## config.mk

```make
export PLATFORM = sky130hd
export DESIGN_NAME = mini_cpu
export DESIGN_NICKNAME = d
export VERILOG_FILES = /design/src/rtl/mini_cpu.sv
export SDC_FILE = /design/constraint.sdc
export NUM_CORES = 1
export LEC_CHECK = 0
export ABC_AREA = 1
export CORE_MARGIN = 2
export CORE_UTILIZATION = 54
export DETAILED_ROUTE_END_ITERATION = 10
export PLACE_DENSITY = 0.72
export SETUP_SLACK_MARGIN = 0.2
export SLEW_MARGIN = 20
export SYNTH_ARGS = -nofsm -noshare
export SYNTH_HDL_FRONTEND = slang
export SYNTH_SLANG_ARGS = --single-unit
```

## constraint.sdc

```tcl
create_clock -name step -period 2.8 [get_ports step]
set_input_delay 0.42 -clock step [delete_from_list [all_inputs] [get_ports step]]
set_output_delay 0.42 -clock step [all_outputs]
set_load 0.03 [all_outputs]
```

## src/rtl/mini_cpu.sv

```systemverilog
// Tiny 8-bit accumulator CPU: one instruction per rising edge of step, fetched
// from a 16x8 unified program/data memory at the current pc.
module mini_cpu (
    input  logic       step,
    input  logic       rst,
    output logic [7:0] eax,
    output logic [7:0] ebx,
    output logic [3:0] pc,
    output logic [7:0] mem0,
    output logic [7:0] mem1,
    output logic [7:0] mem2,
    output logic [7:0] mem3
);

    typedef enum logic [3:0] {
        OP_NOP  = 4'h0, OP_LDA = 4'h1, OP_LDB = 4'h2, OP_LDM = 4'h3,
        OP_STA  = 4'h4, OP_ADD = 4'h5, OP_SUB = 4'h6, OP_MOV = 4'h7,
        OP_JMP  = 4'h8, OP_JZ  = 4'h9, OP_LDMB = 4'hA, OP_STB = 4'hB,
        OP_AND  = 4'hC, OP_OR  = 4'hD, OP_XOR = 4'hE, OP_HLT = 4'hF
    } opcode_e;

    // Preloaded hierarchically by the environment; never cleared here.
    reg [7:0] mem [0:15];

    logic [7:0] eax_q = 8'h00;
    logic [7:0] ebx_q = 8'h00;
    logic [3:0] pc_q  = 4'h0;
    logic [7:0] eax_d, ebx_d;
    logic [3:0] pc_d;

    logic [7:0] instr;
    opcode_e    op;
    logic [3:0] k;
    logic       mem_we;
    logic [7:0] mem_wdata;

    assign instr = mem[pc_q];
    assign op    = opcode_e'(instr[7:4]);
    assign k     = instr[3:0];

    always_comb begin
        eax_d     = eax_q;
        ebx_d     = ebx_q;
        pc_d      = pc_q + 4'd1;
        mem_we    = 1'b0;
        mem_wdata = 8'h00;
        unique case (op)
            OP_NOP:  ;
            OP_LDA:  eax_d = {4'h0, k};
            OP_LDB:  ebx_d = {4'h0, k};
            OP_LDM:  eax_d = mem[k];
            OP_STA:  begin mem_we = 1'b1; mem_wdata = eax_q; end
            OP_ADD:  eax_d = eax_q + ebx_q;
            OP_SUB:  eax_d = eax_q - ebx_q;
            OP_MOV:  ebx_d = eax_q;
            OP_JMP:  pc_d  = k;
            OP_JZ:   if (eax_q == 8'h00) pc_d = k;
            OP_LDMB: ebx_d = mem[k];
            OP_STB:  begin mem_we = 1'b1; mem_wdata = ebx_q; end
            OP_AND:  eax_d = eax_q & ebx_q;
            OP_OR:   eax_d = eax_q | ebx_q;
            OP_XOR:  eax_d = eax_q ^ ebx_q;
            OP_HLT:  pc_d  = pc_q;
            default: ;
        endcase
    end

    always_ff @(posedge step) begin
        if (rst) begin
            eax_q <= 8'h00;
            ebx_q <= 8'h00;
            pc_q  <= 4'h0;
        end else begin
            eax_q <= eax_d;
            ebx_q <= ebx_d;
            pc_q  <= pc_d;
        end
    end

    // Fetch above reads the pre-edge contents, so a store never affects its own edge.
    always_ff @(posedge step) begin
        if (!rst && mem_we) begin
            mem[k] <= mem_wdata;
        end
    end

    logic [7:0] view [0:3];
    genvar gi;
    generate
        for (gi = 0; gi < 4; gi++) begin : g_view
            assign view[gi] = mem[gi];
        end
    endgenerate

    assign mem0 = view[0];
    assign mem1 = view[1];
    assign mem2 = view[2];
    assign mem3 = view[3];
    assign eax  = eax_q;
    assign ebx  = ebx_q;
    assign pc   = pc_q;

endmodule

```

==> results of run 1 <==
-- critical path, cell delays in order (launching register included) --
cell,delay [ns]
dfxtp_4,0.46
buf_6,0.14
buf_16,0.12
nand2_1,0.06
o211ai_1,0.12
nand3_2,0.14
nand3_4,0.10
nand2_2,0.09
nor2_4,0.11
nand2_4,0.10
nand2_2,0.08
xor2_1,0.16
ha_1,0.29
nand2_1,0.09
nand2_1,0.06
a21oi_2,0.15
or2_4,0.14
nand2_2,0.04
a21oi_2,0.12
xnor2_1,0.13
nand2_1,0.07
o2111ai_1,0.07
nor2_1,0.07
a21oi_1,0.12
-- metal layers --
metal	up-vias	global-route usage, %
met5	-	0
met4	0	14.6
met1	4035	44.2
li1	3992	-
met2	559	54.8
met3	110	6.48
-- path summary, 6_finish.rpt --
kind | from | endpoint | depth (start not counted)
setup / recovery | flop | eax[6] | 23
hold / removal | pc[3] | pc[3] | 4
setup reg to reg | flop | eax[6] | 23
hold reg to reg | pc[3] | pc[3] | 4
-- final cells by class --
class | count | area, um2 | share of cell area [%]
Clock buffer | 17 | 425 | 3.57
Clock inverter | 15 | 166 | 1.40
Inverter | 139 | 538 | 4.51
Multi-Input combinational cell | 740 | 3990 | 33.5
Sequential cell | 152 | 4330 | 36.3
Tap cell | 216 | 270 | 2.27
Timing Repair Buffer | 227 | 2200 | 18.5
-- repair_timing --
item / CTS / global route
pin swaps: 22 / 24
setup endpoints to repair: 144 / 144
gates cloned: 2 / 4
resized for setup: 63 / 42
buffers inserted: 18 / 14
-- through the flow --
step / utilization [%] / hold slack (ns) / cell area [um2]
2_1_floorplan: - / 0.587 / 8810
3_3_place_gp: 66.7 / 0.577 / 10600
3_5_place_dp: 66.7 / 0.581 / 10600
4_1_cts: 73.3 / 0.593 / 11600
5_1_grt: 75.3 / 0.647 / 11900
6_report: 75.3 / 0.587 / 11900
-- report_power, final --
group | internal (W) | switching (W) | total [W]
Sequential | 0.00271 | 0.000206 | 0.00291
Clock | 0.00133 | 0.00100 | 0.00234
Combinational | 0.00470 | 0.00696 | 0.0117
Total | 0.00874 | 0.00817 | 0.0169
-- sequential cells by signal, summed over array words and instances, names as in the netlist, named ones only --
name,flops
pc,4
ebx,8
eax,8
mem,128
-- cell families (layout without fill, tap and decap cells) --
| group | count (synthesis) | in the layout | share of synthesized area, % |
|---|---|---|---|
| simple gates | 514 | 514 | 24.8 |
| compound gates | 189 | 189 | 12.0 |
| buf+inv | 181 | 398 | 8.80 |
| flops | 152 | 152 | 49.5 |
| fa+ha+maj | 26 | 26 | 3.81 |
| xor+xnor | 11 | 11 | 1.10 |
-- layout by cell type, fill, tap and decap left out, types with 5 or more instances in the layout --
master,n
nand2_1,318
buf_4,135
edfxtp_1,128
inv_1,127
nand3_1,81
o21ai_0,78
clkdlybuf4s50_1,53
a21oi_1,37
o211ai_1,26
ha_1,25
nor2_1,23
dfxtp_1,22
o21ai_1,20
clkbuf_16,20
nand3_2,19
nor2_4,19
nand2_2,16
buf_6,16
buf_12,16
o22ai_1,12
nor2_2,12
xor2_1,9
nand2_4,8
inv_2,7
a21oi_2,6
inv_6,6
a31oi_1,6
nor3_1,5
nand4_1,5
==> reports/results.ini, run 1 <==
[yosys]
synth_area_per_cell_um2=8.14
yosys_warnings=0
syn_nets=1101
ys_seq_area_share_pct=49.5
synth_cell_types=34
ys_ff_latch=152
synth_top_area_cell=edfxtp_1
synth_edf_count=128
synthFlopType=edfxtp_1
synthArstFlopShare_pct=0
syn_inst=1073
synth.top_cell.area_share_pct=44.0
synth_area_leaders=edfxtp_1 (44%), nand2_1 (14%), nand3_1 (5.7%)
synth_most_common_cell=nand2_1
synth_commonest_cells=nand2_1 (334), inv_1 (131), edfxtp_1 (128)
netlist_area_mm2=0.00873

[clock_network]
holdBufCountCts=0
cts_made_buffers=17
clock_latency_ns=0.44
clk_pin_slew_worst_paths_ns=0.07
cts_tree=yes
clock_sinks=152
htree_levels=4
root_buffer=clkbuf_16
clockBufferDepth=2

[timing]
setup_slack_ns=-0.318
setup_viol=5
period_minus_slack_ns=3.12
rsz0062_at_grt=true
worst_slew_pin_slew_ns=0.534
max_freq_ghz=0.321
finalMaxSlewViolations=0
fin_tns_setup_ns=-1.37
skew_ns=0.0125
final-hold-violation-count=0
post-route-period-util_pct=111
relSlewSlack_pct=64.4

[min_path]
min_path_type=flop to flop

[cells_and_area]
nets=1305
syn_to_final_growth_pct=36.5
num_antenna_cells=0
stdcell_count=1506
drive_above_1_share_pct=24.0
n_fill_cell=1111

[placed_design]
gp_congestion=0.943
post-place-ws_ns=-0.232
dp.cells=1436
dp_hpwl_um=19700
numPortBuffers=53

[pwr]
peakVddDrop_mv=0.713
power_density_mw_per_mm2=1420
finalPower_w=0.0169
power.leakage_nw=5.22

[die]
ios=54
die-area_mm2=0.0172
fp.dieW_um=131
start_util_pct=55.2
die_h_um=131
core_mm2=0.0158
rows=46

[setup_path]
cp.required_ns=3.17
startpoint_type=flop
criticalPathCategory=flop to flop
worstPathMaxFanout=9
worstPathArrival_ns=3.48
rrSetupSlack_ns=-0.32
crit_path_end_kind=flop

[route]
drc=0
wl_um=29700
ant_nets=0
drt_pass1_iterations=6
top_layer=met4
vias=8696
met3_length_um=2860
wl_met1_um=11500
routedWlPerCell_um=19.7
drtIter0Drc=1072
met2WireLength_um=14000
routed_via_density=5.77

[global_routing]
grt_antenna_before_repair=0
grt.total_usage_pct=33.7
grt_max_degree=27
grt_pass1_vias=8176
grt_pass1_wl_um=44800
grt.overflow.total=0

[status]
violations=negative setup slack
outcome=finished with violations

[run]
maxCapViolCount=0

No activity file was read; power rests on OpenSTA's default activity.
==> run 2, diff against run 1 <==
CORE_ASPECT_RATIO = 1.5   (was unset)
CORE_UTILIZATION = 60   (was 54)
PLACE_DENSITY = 0.76   (was 0.72)
TNS_END_PERCENT = 30   (was unset)
clock period = 3.29 ns   (was 2.8 ns; I/O delays follow)
==> reports/results.ini, run 2 (synthesis gave the netlist of run 1 again) <==
[cells_and_area]
largest_reg_flops=128  ; unchanged
syn_to_final_growth_pct=23.9
layout_commonest_cell=nand2_1
nets=1208  ; -7.4%
regMostFlops=mem
num_antenna_cells=0  ; unchanged
final_cell_area_mm2=0.0108  ; -9.3%
layout_common_cells=nand2_1 (324), inv_1 (130), edfxtp_1 (128)
drive_above_1_share_pct=15.1  ; -8.9 points

[setup_path]
path_buf_inv=3  ; +1
startpoint_type=flop
worstPathArrival_ns=3.60  ; +0.12 ns
crit_path_cell_trace=buf_6 -> clkbuf_16 -> o211ai_1 -> nand3_1 -> nand3_2 -> nand2_4 -> nor2_4 -> nand2_4 -> nand2_4 -> xor2_2 -> ha_4 -> a21oi_2 -> nand2_2 -> a21o_1 -> a21oi_2 -> xor2_1 -> o21ai_1 -> nor2_1 -> nand3_1 -> nand2_1 -> inv_1
crit_top_cell=nand2_4
cp.required_ns=3.62  ; +0.45 ns
crit_path_end_kind=flop
cp_slowest_cell=dfxtp_4
cp_slowest_stage_delay_ns=0.42  ; -0.04 ns
criticalPathCategory=flop to flop
critPathTopFamily=simple AND/OR/NAND/NOR gates
worstPathMaxFanout=7  ; -2

[clock_network]
htree_levels=4  ; unchanged
holdBufCountCts=0  ; unchanged
clk_pin_slew_worst_paths_ns=0.06  ; about the same
clock_latency_ns=0.44  ; about the same
clock_sinks=152  ; unchanged
cts_made_buffers=17  ; unchanged
cts_tree=yes
root_buffer=clkbuf_16
clockBufferDepth=2  ; unchanged

[min_path]
min_path_type=flop to flop

[timing]
rsz0062_at_grt=true
setup_viol=0  ; -5
worst_slew_pin_slew_ns=0.769  ; +0.235 ns
final-hold-violation-count=0  ; unchanged
max_freq_ghz=0.306  ; -4.7%
period_minus_slack_ns=3.27  ; +0.153 ns
relSlewSlack_pct=48.7  ; -16 points
skew_ns=0.0164  ; +0.00391 ns
fin_tns_setup_ns=0  ; +1.37 ns
post-route-period-util_pct=99.4  ; -12 points
finalMaxSlewViolations=0  ; unchanged
hold_ws_ns=0.583  ; -0.00321 ns

[pwr]
power.leakage_nw=4.66  ; -11%
combPwrFrac_pct=64.8  ; -4.1 points
peakVddDrop_mv=1.10  ; +55%
clkPwrFrac_pct=15.3  ; +1.5 points
netSwitchingFraction_pct=51.5  ; +3.2 points
internal-power_w=0.00608  ; -30%
switchingPower_w=0.00644  ; -21%
power_density_mw_per_mm2=1160  ; -18%
seq_power_share_pct=20.0  ; +2.8 points
finalPower_w=0.0125  ; -26%

[route]
drt_pass1_iterations=6  ; unchanged
routed_via_density=5.99  ; +3.8%
vias=8323  ; -4.3%
routedWlPerCell_um=20.0  ; +1.6%
wl_um=27800  ; -6.3%
drtIter0Drc=1037  ; -3.3%
drc=0  ; unchanged
ant_nets=0  ; unchanged

[placed_design]
gp_congestion=0.940  ; -0.34%
numPortBuffers=53  ; unchanged
placed_area_mm2=0.00976  ; -7.6%
dp_hpwl_um=18700  ; -5.4%

[run]
maxCapViolCount=0  ; unchanged

[die]
die-area_mm2=0.0156  ; -9.6%
ios=54  ; unchanged
fp.dieW_um=103  ; -22%
die_h_um=152  ; +16%
rows=54  ; +17%
start_util_pct=60.7  ; +5.5 points
core_mm2=0.0144  ; -9.1%

[status]
outcome=finished clean

[global_routing]
grt_antenna_before_repair=0  ; unchanged
grt_pass1_wl_um=40600  ; -9.4%
grt.overflow.total=0  ; unchanged
grt_max_degree=37  ; +37%
grt.total_usage_pct=35.4  ; +1.7 points
grt_pass1_vias=7733  ; -5.4%

run 2: cell count changes in the layout (fill, tap and decap cells not counted), moves of 3 or more:
cell,delta
buf_6,-14
nand2_2,-6
nand2_1,+6
nor2_4,-13
inv_1,+3
nor2_1,+24
buf_12,-11
inv_6,-3
nor2_2,-11
buf_4,-70
run 2: final timing paths:
check | from | end | slack (ns) | cells after the start
setup / recovery | flop | eax[5] | 0.02 | 21
hold / removal | pc[3] | flop | 0.58 | 4
setup reg to reg | flop | eax[5] | 0.02 | 21
hold reg to reg | pc[3] | flop | 0.58 | 4
run 2: power groups by stage:
stage	sequential, W	combinational (W)	clock [W]
final	0.00250	0.00811	0.00191
after global routing	0.00252	0.00869	0.00197
after CTS	0.00247	0.00720	0.00191
after detailed placement	0.00250	0.00691	0
after floorplan	0.00261	0.00467	0
after global placement	0.00250	0.00680	0
run 2: tightest hold or removal path, delay by kind of cell, from the launching register on:
kind / cells / cell delay [ns]
flip-flops: 1 / 0.32
AO/OA/AOI/OAI: 2 / 0.11
buffers and inverters: 2 / 0.10
run 2: repair_timing:
item / 4_1_cts / 5_1_grt
setup endpoints to repair: 36 / 149
buffers inserted: 6 / 12
cloned: 1 / 3
gates resized for setup: 15 / 52
pin swaps: 16 / 21
run 2: metal layers:
| layer | part of all wire, % | vias to the layer above | global-route usage [%] |
|---|---|---|---|
| li1 | - | 3792 | - |
| met1 | 34 | 3726 | 41.6 |
| met2 | 48 | 625 | 57.7 |
| met3 | 11 | 180 | 6.93 |
| met4 | 7.8 | 0 | 24.6 |
| met5 | 0 | - | 0 |
run 2: area by class of cell:
class                      count  area (um2)
timing repair buffer         130        1260
fill                        1027        3570
multi-input combinational    740        3890
inverter                     139         532
clock buffer                  18         429
clock inverter                14         141
tap                          196         245
sequential                   152        4330
run 2: stage by stage:
stage                     utilization, %  setup WS (ns)  instances
after floorplan                        -          0.220       1073
after global placement              67.7         0.0919       1334
after detailed placement            67.8          0.127       1335
after CTS                           72.6          0.180       1374
after global routing                75.2         -0.210       1389
final                               75.2         0.0197       1389
==> edit 1 (flow settings as in run 1) <==
Reset style: asynchronous (`rst`), changed in one clocked block.
--- a/src/rtl/mini_cpu.sv
+++ b/src/rtl/mini_cpu.sv
@@ -67,3 +67,3 @@
 
-    always_ff @(posedge step) begin
+    always_ff @(posedge step or posedge rst) begin
         if (rst) begin
Behaviour: differs if rst is asserted again (counterexample within 4 cycles, from zero or initial values and one cycle with rst high); with rst held inactive, the same outputs for 10 cycles.
==> edit 1 against run 1 <==
  * The run still ends with setup timing left
  * Die area rose by 6.3%
  * Sequential cell count decreased by 4
  * Non-clock buffer count fell by 56
  * Final area up 1.4%
  * Area after synthesis rose by 6.5%
  * Setup slack got worse by 32 ps
  * First-iteration DRC count up 27%
  * Routed wire length increased by 4.0%
  * Hold slack worse by 120 ps
  * Maximum frequency is 1.0% lower
  * Critical path type unchanged
  * Critical endpoint is now eax[7]
Power is left out: it rests on default switching activity, and per cell area and clock period it moved more than threefold.
==> edit 1: results (changes against run 1) <==
status - finished with violations
failing checks - setup timing
Slew HR - 0.641 (-0.00265)
Worst Hold Class - primary input to async pin
Critical-path top delay cell - dfrtp_4
layout cell share with drive strength beyond 1 - 0.224 (-0.0151)
sequential cell area - 0.00435 mm^2 (+0.46%)
post-CTS sizing - 17 (-73%)
bufs w/o clock - 171 (-25%)
Non-clock buffering overhead - 0.154 (-0.0311)
Tot GR Track Use - 0.312 (-0.0250)
setup ws final - -350 ps (-32.1 ps)
top cells by area, synth - edfxtp_1 41%, nand2_1 17%, dfrtp_1 5.4%
Synth Area in Adders - 0.0358 (-0.00232)
post-synthesis xor/xnor area fraction - 0.0113 (+0.000269)
Crit Path Max Fanout - 8 (-1)
reg2reg path depth - 19 (-17%)
most instantiated cells after synthesis - 420 x nand2_1, 128 x edfxtp_1, 113 x inv_1
fill cell count - 1196 (+7.7%)
vias in the first global route - 7835 (-4.2%)
multi-input gates - 828 (+12%)
crit path capture - eax[7]
Seq/Total Area, Yosys - 0.467 (-0.0280)
count of final setup violators - 121 (+116)
Logic inverters - 131 (-5.8%)
Cell variety after synth - 43 (+26%)
met3 Usage GRT - 0.0509 (-0.0139)
crit path DAT - 3470 ps (about the same)
post-synthesis compound-gate area fraction - 0.0903 (-0.0295)
largest net degree at the start of global routing - 33 (+22%)
Setup Slack @ Placement - -155 ps (+77.2 ps)
Net Count, Synth - 1179 (+7.1%)
clock skew - 13.7 ps (+1.18 ps)
multi-input logic area - 0.00449 mm^2 (+13%)
DP Area - 0.0105 mm^2 (-0.23%)
final WL - 30900 um (+4.0%)
final net count - 1325 (+1.5%)
met2 WL - 14300 um (+2.2%)
DR WL met3 - 3470 um (+21%)
GR Layer Usage met2 - 0.491 (-0.0567)
## edit 1: changes by cell type after synthesis, sizes merged, moves of 3 or more
| cell | run 1 | this run |
|---|---|---|
| buf | 31 | 38 |
| nor2 | 54 | 97 |
| clkbuf | 11 | 7 |
| inv | 139 | 130 |
| o21ai | 99 | 72 |
| a21oi | 43 | 34 |
| dfrtp | 0 | 20 |
| or2 | 4 | 1 |
| dfxtp | 24 | 0 |
| o211ai | 26 | 13 |
| nand3 | 101 | 87 |
| nand2 | 342 | 439 |
| nand3b | 3 | 16 |
## edit 1: cell families (layout without fill, tap and decap cells)
| family | count (synthesis) | count (layout) |
|---|---|---|
| AO/OA/AOI/OAI | 138 | 138 |
| flip-flops | 148 | 148 |
| XOR/XNOR | 12 | 12 |
| AND/OR/NAND/NOR | 652 | 652 |
| adder cells (fa/ha/maj) | 26 | 26 |
| buffers and inverters | 175 | 334 |
==> edit 2 (settings of run 1) <==
Made on the original files. Put a register stage on the outputs `mem0`, `mem1`, `mem2` and `mem3`. The values now appear one clock later. The other outputs are not delayed to match.
--- a/src/rtl/mini_cpu.sv
+++ b/src/rtl/mini_cpu.sv
@@ -94,6 +94,8 @@
 
-    assign mem0 = view[0];
-    assign mem1 = view[1];
-    assign mem2 = view[2];
-    assign mem3 = view[3];
+    always_ff @(posedge step) begin
+        mem0 <= view[0];
+        mem1 <= view[1];
+        mem2 <= view[2];
+        mem3 <= view[3];
+    end
     assign eax  = eax_q;
Behaviour: same outputs for any inputs over 10 cycles, from zero or initial values and one cycle with rst high; that may be too few to reach the edited logic, so the function may still have changed.
==> edit 2 against run 1 <==
  * The run still ends with setup timing left
  * Setup slack worse by 150 ps
  * Sequential cell count increased by 32
  * Synthesized cell count rose by 3.7%
  * Area after synthesis grew 9.0%
  * Routed wire length rose by 13%
  * Final area up 11%
Power is left out: the tool's default activity adds up to more than one toggle a clock period on the data nets, which glitch-free logic cannot reach.
==> edit 2: results (changes against run 1) <==
R2R Setup Slk - -470 ps (-150 ps)
routability cong. - 0.951 (+0.81%)
Crit Path Max Fanout - 14 (+5)
layout cell share with drive strength beyond 1 - 0.276 (+0.0369)
placed insts - 1473 (+2.6%)
DPL Wire Length - 19000 um (-3.7%)
crit path DAT - 3600 ps (+120 ps)
DP Area - 0.0111 mm^2 (+5.1%)
count of final setup violators - 136 (+131)
Tot GR Track Use - 0.318 (-0.0188)
Net Count, Synth - 1141 (+3.6%)
GR Layer Usage met2 - 0.498 (-0.0493)
status - finished with violations
max reg flops - 128 (unchanged)
Cells after Synth - 1113 (+3.7%)
post-synthesis compound-gate area fraction - 0.106 (-0.0134)
top cells by area, synth - edfxtp_1 40%, nand2_1 13%, dfxtp_1 12%
clock skew - 11.9 ps (-0.597 ps)
fill cell count - 1015 (-8.6%)
Cell variety after synth - 40 (+18%)
met3 Usage GRT - 0.0589 (-0.00593)
Setup Slack @ Placement - -221 ps (+10.9 ps)
most instantiated cells after synthesis - 336 x nand2_1, 129 x inv_1, 128 x edfxtp_1
Synth Area in Adders - 0.0350 (-0.00315)
Pre-Repair DR Iteration Count - 9 (+3)
port bufs - 53 (unchanged)
vias in the first global route - 8404 (+2.8%)
failing checks - setup timing
Slew @ Worst Pin - 517 ps (-16.5 ps)
largest net degree at the start of global routing - 37 (+37%)
setup ws final - -467 ps (-149 ps)
CP delay by family, top - simple AND/OR/NAND/NOR gates
GR Util met1 - 0.429 (-0.0134)
final WL - 33700 um (+13%)
initial drt markers - 1577 (+47%)
post-route setup TNS - -10520 ps (-9150 ps)
first-pass GRT wire length - 44600 um (-0.39%)
## edit 2: changes by cell type after synthesis, moves of 8 or more
| cell | delta |
|---|---|
| o21ai_0 | -18 |
| buf_6 | +8 |
| dfxtp_1 | +32 |
| o21ai_1 | +11 |
| nand2_2 | +10 |
| inv_2 | +8 |
## edit 2: cells by family (layout without fill, tap and decap cells)
group | Yosys count | after routing
AO/OA/AOI/OAI | 179 | 179
XOR/XNOR | 9 | 9
adder cells (fa/ha/maj) | 26 | 26
buffers and inverters | 185 | 401
flip-flops | 184 | 184
AND/OR/NAND/NOR | 530 | 532
## edit 2: metrics by stage
step	hold slack [ps]	utilization
5_1_grt	388	0.767
2_1_floorplan	348	-
4_1_cts	372	0.723
3_3_place_gp	355	0.642
6_report	378	0.767
3_5_place_dp	356	0.642
## edit 2: worst register-to-register path, cell delays in order (launching register included)
cell and delay (ps):
dfxtp_4 470, buf_8 170, nand2_1 50, o21ai_1 60, nand2_1 70, nand3_1 100
nand3_1 100, nand2_2 110, inv_2 60, nor2_4 170, nand2_4 100, buf_6 130
buf_6 120, o31ai_4 60, xor2_1 200, ha_1 310, a21oi_2 170, o21ai_2 90
a31oi_4 170, nand3_1 110, nand3_1 90, nand3_1 80, nor2_1 120, nor2_1 50
## edit 2: final cells by class
cell class              count  share of cell area
clock inverters            15              0.0144
repair inverters            1            0.000660
clock buffers              17              0.0321
repair buffers            223               0.178
flip-flops and latches    184               0.374
multi-input cells         746               0.336
inverters                 145              0.0430
well taps                 225              0.0212
## edit 2: layer usage
layer | routed length (um) | vias up | share of wire
met5 | 0 | - | 0
met4 | 1970 | 0 | 0.059
met3 | 4160 | 219 | 0.12
met2 | 15300 | 826 | 0.46
met1 | 12200 | 4474 | 0.36
li1 | - | 4108 | -
## edit 2: timing repair
action	in CTS	in global routing
cloned	4	7
pin swaps	49	79
setup endpoints to repair	143	231
resized for setup	128	122
buffers inserted	22	18
## edit 2: worst paths after layout
check	start	to	cells past startpoint
worst max-delay path	flop	eax[7]	23
worst min-delay path	mem[0][4]	mem0[4]	0
worst max register to register	flop	eax[7]	23
worst min register to register	mem[0][4]	mem0[4]	0
